`config.mk`:
```
export PLATFORM = sky130hd
export DESIGN_NAME = ps2_key_decoder
export DESIGN_NICKNAME = d
export VERILOG_FILES = /design/src/rtl/scramble_pkg.sv /design/src/rtl/scramble_keymap.sv /design/src/rtl/ps2_key_decoder.sv
export SDC_FILE = /design/constraint.sdc
export NUM_CORES = 1
export LEC_CHECK = 0
export CELL_PAD_IN_SITES_DETAIL_PLACEMENT = 0
export CELL_PAD_IN_SITES_GLOBAL_PLACEMENT = 1
export CORE_MARGIN = 10
export CORE_UTILIZATION = 37
export CTS_CLUSTER_SIZE = 30
export DETAILED_ROUTE_END_ITERATION = 10
export GPL_ROUTABILITY_DRIVEN = 0
export HOLD_SLACK_MARGIN = 0.02
export PLACE_DENSITY_LB_ADDON = 0.1
export SYNTH_ARGS = -nofsm -noshare
export SYNTH_HDL_FRONTEND = slang
export SYNTH_SLANG_ARGS = --single-unit
```
`constraint.sdc`:
```
create_clock -name clk_sys -period 2.7 [get_ports clk_sys]
set_clock_uncertainty 0.05 [all_clocks]
set_input_delay 0.27 -clock clk_sys [delete_from_list [all_inputs] [get_ports clk_sys]]
set_output_delay 0.27 -clock clk_sys [all_outputs]
set_load 0.01 [all_outputs]
```
`src/rtl/scramble_pkg.sv`:
```
// scramble_pkg: scancode map, key bit indices and autofire constants for the PS/2 key decoder
package scramble_pkg;
    localparam logic [2:0] IDX_UP     = 3'd0;
    localparam logic [2:0] IDX_DOWN   = 3'd1;
    localparam logic [2:0] IDX_LEFT   = 3'd2;
    localparam logic [2:0] IDX_RIGHT  = 3'd3;
    localparam logic [2:0] IDX_FIRE   = 3'd4;
    localparam logic [2:0] IDX_BOMB   = 3'd5;
    localparam logic [2:0] IDX_START  = 3'd6;
    localparam logic [2:0] IDX_SELECT = 3'd7;
    localparam logic [8:0] SC_UP     = 9'h175;
    localparam logic [8:0] SC_DOWN   = 9'h172;
    localparam logic [8:0] SC_LEFT   = 9'h16B;
    localparam logic [8:0] SC_RIGHT  = 9'h174;
    localparam logic [8:0] SC_FIRE   = 9'h014;
    localparam logic [8:0] SC_BOMB   = 9'h011;
    localparam logic [8:0] SC_START  = 9'h016;
    localparam logic [8:0] SC_SELECT = 9'h01E;
    localparam logic [4:0] AF_BASE = 5'd16;
    typedef struct packed {
        logic       pressed;
        logic       ext;
        logic [7:0] code;
    } key_evt_t;
endpackage

```
`src/rtl/scramble_keymap.sv`:
```
// scramble_keymap: combinational {extended, scancode} to keys bit index lookup
module scramble_keymap
    import scramble_pkg::*;
(
    input  logic [7:0] code,
    input  logic       ext,
    output logic       hit,
    output logic [2:0] idx
);
    logic [8:0] k;
    assign k = {ext, code};
    always_comb begin
        {hit, idx} = k == SC_UP     ? {1'b1, IDX_UP}     :
                     k == SC_DOWN   ? {1'b1, IDX_DOWN}   :
                     k == SC_LEFT   ? {1'b1, IDX_LEFT}   :
                     k == SC_RIGHT  ? {1'b1, IDX_RIGHT}  :
                     k == SC_FIRE   ? {1'b1, IDX_FIRE}   :
                     k == SC_BOMB   ? {1'b1, IDX_BOMB}   :
                     k == SC_START  ? {1'b1, IDX_START}  :
                     k == SC_SELECT ? {1'b1, IDX_SELECT} : 4'd0;
    end
endmodule

```
`src/rtl/ps2_key_decoder.sv`:
```
// ps2_key_decoder: two-stage hps_io key event decoder to held-key bits with fire autorepeat
module ps2_key_decoder
    import scramble_pkg::*;
(
    input  logic        clk_sys,
    input  logic        reset,
    input  logic [10:0] ps2_key,
    input  logic        clear_all,
    input  logic        autofire_en,
    input  logic [1:0]  autofire_rate,
    output logic [7:0]  keys,
    output logic        fire_out,
    output logic        key_event,
    output logic [2:0]  key_event_idx,
    output logic        key_event_pressed
);
    logic       tog_q;
    logic       s1_valid;
    key_evt_t   s1;
    logic       hit;
    logic [2:0] idx;
    logic       change;
    logic [7:0] keys_d;
    logic [19:0] cnt;
    logic [4:0] af_bit;
    scramble_keymap u_keymap (
        .code (s1.code),
        .ext  (s1.ext),
        .hit  (hit),
        .idx  (idx)
    );
    always_comb begin
        change = s1_valid & hit & (keys[idx] != s1.pressed) & ~clear_all;
        keys_d = clear_all ? 8'd0 :
                 change    ? (keys & ~(8'd1 << idx)) | (8'(s1.pressed) << idx) : keys;
        af_bit = AF_BASE + 5'(autofire_rate);
    end
    always_ff @(posedge clk_sys) begin
        tog_q <= ps2_key[10];
        if (reset) begin
            s1_valid          <= 1'b0;
            s1                <= '0;
            keys              <= 8'd0;
            key_event         <= 1'b0;
            key_event_idx     <= 3'd0;
            key_event_pressed <= 1'b0;
            cnt               <= 20'd0;
            fire_out          <= 1'b0;
        end else begin
            s1_valid  <= (ps2_key[10] != tog_q) & ~clear_all;
            s1        <= ps2_key[9:0];
            keys      <= keys_d;
            key_event <= change;
            if (change) begin
                key_event_idx     <= idx;
                key_event_pressed <= s1.pressed;
            end
            cnt      <= (keys_d[4] & ~keys[4]) ? 20'd0 : cnt + 20'd1;
            fire_out <= keys[4] & (~autofire_en | ~cnt[af_bit]);
        end
    end
endmodule

```
==> results of run 1 <==
-- state kept, by name (all words and copies together) (netlist names) --
name	count
key_event_idx	3
key_event_pressed	1
key_event	1
s1	10
tog_q	1
cnt	20
keys	8
fire_out	1
s1_valid	1
-- layer usage --
metal  routed length, um  up-vias  part of all wire [%]  track usage [%]
li1                    -     1031                     -                -
met2                2900       18                    51             20.3
met4                  78        0                   1.4             4.14
met5                   0        -                     0                0
met3                 157        8                   2.8             2.89
met1                2580      954                    45             14.0
-- metrics by stage --
stage	instance area [um^2]	hold slack (ns)	setup slack, ns	total power, mW
6_report	2870	0.425	0.142	1.34
5_1_grt	2870	0.447	0.0125	1.40
4_1_cts	2850	0.426	0.0787	1.36
3_5_place_dp	2730	0.414	-0.0198	0.833
3_3_place_gp	2730	0.401	0.0281	0.833
2_1_floorplan	2250	0.248	0.0477	0.779
-- report_power, final --
part | internal (mW) | leakage [nW] | switching (mW)
combinational | 0.0605 | 0.564 | 0.0524
sequential | 0.692 | 0.374 | 0.0160
clock | 0.278 | 0.0585 | 0.239
-- worst paths after layout --
| check | endpoint | slack (ns) | cells past startpoint |
|---|---|---|---|
| setup / recovery | keys[4] | 0.14 | 7 |
| hold reg to reg | key_event_idx[0] | 0.42 | 2 |
| setup reg to reg | keys[4] | 0.14 | 7 |
| hold / removal | key_event_idx[0] | 0.42 | 2 |
-- worst min-delay path, cell delays in order, from the launching register on --
cell and delay [ns]:
dfxtp_1 0.32, nand2_1 0.05, mux2i_1 0.06
-- Yosys cell counts, types with 4 or more instances --
library cell	instances	share of area, %
nand4_1	6	1.7
nor3_1	7	1.6
nand2_1	17	2.8
nor2b_1	12	3.3
or3_1	4	1.1
a21oi_1	10	2.2
dfxtp_1	46	41
xnor2_1	9	3.5
nand2b_1	11	3.1
o22ai_1	5	1.4
nand3_1	12	2.7
xor2_1	12	4.7
inv_1	6	1.0
o21ai_0	10	2.2
nor2_1	35	5.8
clkbuf_1	8	1.3
-- timing repair --
item | in CTS | in global routing
gates cloned | 0 | 1
hold buffers | 0 | 0
pin swaps | 0 | 2
setup endpoints to repair | 4 | 8
gates resized for setup | 1 | 4
-- area by class of cell --
cell class / count / share of cell area [%]
repair buffers: 47 / 15.3
well taps: 75 / 3.27
flip-flops and latches: 46 / 32.0
clock inverters: 3 / 1.52
inverters: 7 / 0.914
multi-input cells: 201 / 44.5
clock buffers: 5 / 2.39
-- cells by family after synthesis --
group / share of synthesized area, %
simple gates: 29.3
mux: 1.94
buf+inv: 3.72
fa+ha+maj: 0.555
flops: 40.9
compound gates: 15.4
xor+xnor: 8.17
==> run metrics, run 1 <==
global-route wire length before repair=9.71 mm; critical path's top delay family=simple AND/OR/NAND/NOR gates; synth unique cells=56; Max transition margin=53.6%; maxcap violations=0; register area share after synthesis=40.9%; Post-Syn Instances=264; clock sinks=46; vias in the first global route=2035; TNS Setup=0 ns; synthesized cell area=around 2300 um^2; drt total wl=5.71 mm; layout cells sized above 1=between 10% and 20%; Max Slew Vio Count=0; number of remaining DRC errors=0; NumNets Final=326; CTS Buf Count=5; Syn Nets=282; critical path class=register to register; Ports=31; CP Launch Type=register; slowest cell delay on critical path=0.44 ns; Antenna diodes=0; Post-DP HPWL=between 4 and 5 mm; final hold violations=0; leak pwr=0.997 nW; highest clock rate=0.391 GHz; clock buffer depth=2; vias per cell=5.24; Die X=98.0 um; core area=a little under 6000 um^2; Reg area=921 um^2; H-tree depth=2; CTS tree=yes; Top FF cell, synth=dfxtp_1; largest net degree at the start of global routing=21; # placed instances=375; routed via count=a little over 2000; Final setup viols=0; Layout Cells excl Fill=approximately 380; worst hold-check path type=register to register; initial antenna violation count=0; Post-DRT Antenna Nets=0; row count=28; DR iter-0 viols=90; Ys Warns=0; most frequent cells in the layout=dfxtp_1 (46), nor2_1 (35), clkdlybuf4s50_1 (30), nand2_1 (17), buf_4 (16); CTS root buffer=clkbuf_8; Synth Register Bits=46; grt ovf=0; Multi-input gate area=1280 um^2; pwr dens=roughly 470 nW/um^2; Final Core Density=48.5%; clk_lat worst skew=0.30 ns; Worst Hold Launch=key_event_idx[0]; Worst-path clk slew=~0.090 ns; crit path from=s1[5]; final worst path period share=94.8%; fillers=a little under 600; slew at the pin closest to its max-slew limit=0.691 ns; Global Route Usage Sum=11.8%; Post-synth EDFFs=0; Worst VDD drop=254 uV; number of detailed-route iterations in the first pass=4; Post-synth ARST share=0%; WP data required=2.84 ns; R2R Path Start=s1[5]; CP max-delay cell=or3_4; Post-CTS Setup Bufs=0; unrepaired setup endpoints after global routing=no; WP buf/inv=0; most common cell after layout, fill and taps aside=dfxtp_1; Crit path arrival time=2.70 ns; endpoint class of the critical path=register; Layout area overhead=27.6%; routed len/inst=14.9 um; Avg Synthesized Cell Area=8.53 um^2; Starting Density=38.0%; crit-path most repeated cell=or3_4; die area=around 9600 um^2; Die Ht=98.0 um; Port-buffer cells=30; Tmin final=roughly 2.6 ns; crit path cell chain=or3_4 -> a2bb2oi_1 -> or3b_1 -> a41o_1 -> or3_4 -> and3_1 -> o31a_1; status=completed; crit path max fanout=5
Power figures use the tool's default switching activity.
==> run 2, diff against run 1 <==
Settings changed: TNS_END_PERCENT from default to 30.
==> run metrics, run 2 (synthesis gave the netlist of run 1 again) <==
Port-buffer cells=30; routed len/inst=between 10 and 15 um; global-route wire length before repair=9.71 mm; unrepaired setup endpoints after global routing=yes; critical path class=register to register; crit path max fanout=10; Tmin final=2.60 ns; layout cells sized above 1=11.7%; H-tree depth=2; Worst VDD drop=254 uV; slew at the pin closest to its max-slew limit=roughly 0.6 ns; most frequent cells in the layout=dfxtp_1 (46), nor2_1 (35), clkdlybuf4s50_1 (30), nand2_1 (17), buf_4 (16); CP max-delay cell=or3_1; clk_lat worst skew=about 0.3 ns; Crit path arrival time=2.74 ns; crit path cell chain=or3_1 -> a2bb2oi_1 -> or3b_1 -> a41o_1 -> or3_4 -> and3_1 -> o31a_1; core area=5920 um^2; Worst-path clk slew=~0.09 ns; Starting Density=a little under two fifths; routed via count=roughly 2000; row count=28; Die Ht=98.0 um; number of remaining DRC errors=0; Max transition margin=59.7%; most common cell after layout, fill and taps aside=dfxtp_1; Antenna diodes=0; Multi-input gate area=between 1000 and 1500 um^2; final worst path period share=a little over nine tenths; NumNets Final=325; final design instance area without fill=2860 um^2; placed inst area=2730 um^2; CTS root buffer=clkbuf_8; highest clock rate=approximately 0.39 GHz; status=completed; Final setup viols=0; CP Launch Type=register; clock sinks=46; CTS Buf Count=5; Global Route Usage Sum=11.8%; grt ovf=0; CTS tree=yes; Ports=31; vias in the first global route=2035; Reg area=approximately 920 um^2; pwr dens=467 nW/um^2; Largest regs=cnt x20, s1 x10, keys x8; critical path's top delay family=simple AND/OR/NAND/NOR gates; largest net degree at the start of global routing=21; DR iter-0 viols=119; setup ws final=0.104 ns; Layout area overhead=26.9%; worst hold-check path type=register to register; Post-DRT Antenna Nets=0; vias per cell=5.23; max FFs per register=20; slowest cell delay on critical path=approximately 0.42 ns; maxcap violations=0; drt total wl=5.66 mm; WP data required=2.84 ns; endpoint class of the critical path=register; Max Slew Vio Count=0; Top reg by flops=cnt; number of detailed-route iterations in the first pass=4; final hold violations=0; pre-CTS WS=-0.0198 ns; Die X=98.0 um; WP buf/inv=0; leak pwr=0.995 nW; fillers=585; die area=between 9000 and 10000 um^2; clock buffer depth=2; Post-DP HPWL=4.18 mm; initial antenna violation count=0
run 2: final cells by class:
cell class | count | share of cell area [%]
clock inverters | 3 | 1.53
flip-flops and latches | 46 | 32.2
clock buffers | 5 | 2.41
repair buffers | 47 | 15.4
well taps | 75 | 3.28
inverters | 7 | 0.919
multi-input cells | 200 | 44.2
run 2: worst register-to-register path, cell delays in order (launching register included):
cell and delay (ns):
dfxtp_1 0.32, or3_1 0.42, a2bb2oi_1 0.18, or3b_1 0.38, a41o_1 0.26, or3_4 0.40
and3_1 0.21, o31a_1 0.28
run 2: what timing repair did:
action	in CTS	in global routing
endpoints found under the setup margin	4	8
hold buffers	0	0
resized for setup	1	2
buffers inserted	0	0
cloned	0	0
run 2: worst paths after layout:
kind | start | to | slack, ns | cells past startpoint
hold reg to reg | key_event_idx[0] | key_event_idx[0] | 0.42 | 2
setup reg to reg | s1[5] | keys[4] | 0.10 | 7
hold / removal | key_event_idx[0] | key_event_idx[0] | 0.42 | 2
setup / recovery | s1[5] | keys[4] | 0.10 | 7
run 2: per-stage QoR:
step	instances	power (mW)	hold slack, ns	TNS, ns	utilization, %
after floorplan	264	0.779	0.248	0	-
after global placement	375	0.833	0.401	0	46.1
after detailed placement	375	0.833	0.414	-0.0368	46.1
after CTS	383	1.36	0.426	0	48.1
after global routing	383	1.40	0.447	-0.0527	48.3
final	383	1.33	0.425	0	48.3
run 2: metal layers:
metal | share of wire, % | track usage, % | wire length [um] | up-vias
met5 | 0 | 0 | 0 | -
met4 | 1.4 | 4.14 | 78 | 0
met3 | 3.2 | 2.89 | 182 | 8
met2 | 50 | 20.3 | 2850 | 25
met1 | 45 | 14.0 | 2550 | 946
li1 | - | - | - | 1025
run 2: power by group:
group | internal [mW] | leakage, nW | switching [mW]
clock | 0.278 | 0.0585 | 0.239
combinational | 0.0590 | 0.563 | 0.0519
sequential | 0.692 | 0.374 | 0.0160
total | 1.03 | 0.995 | 0.307
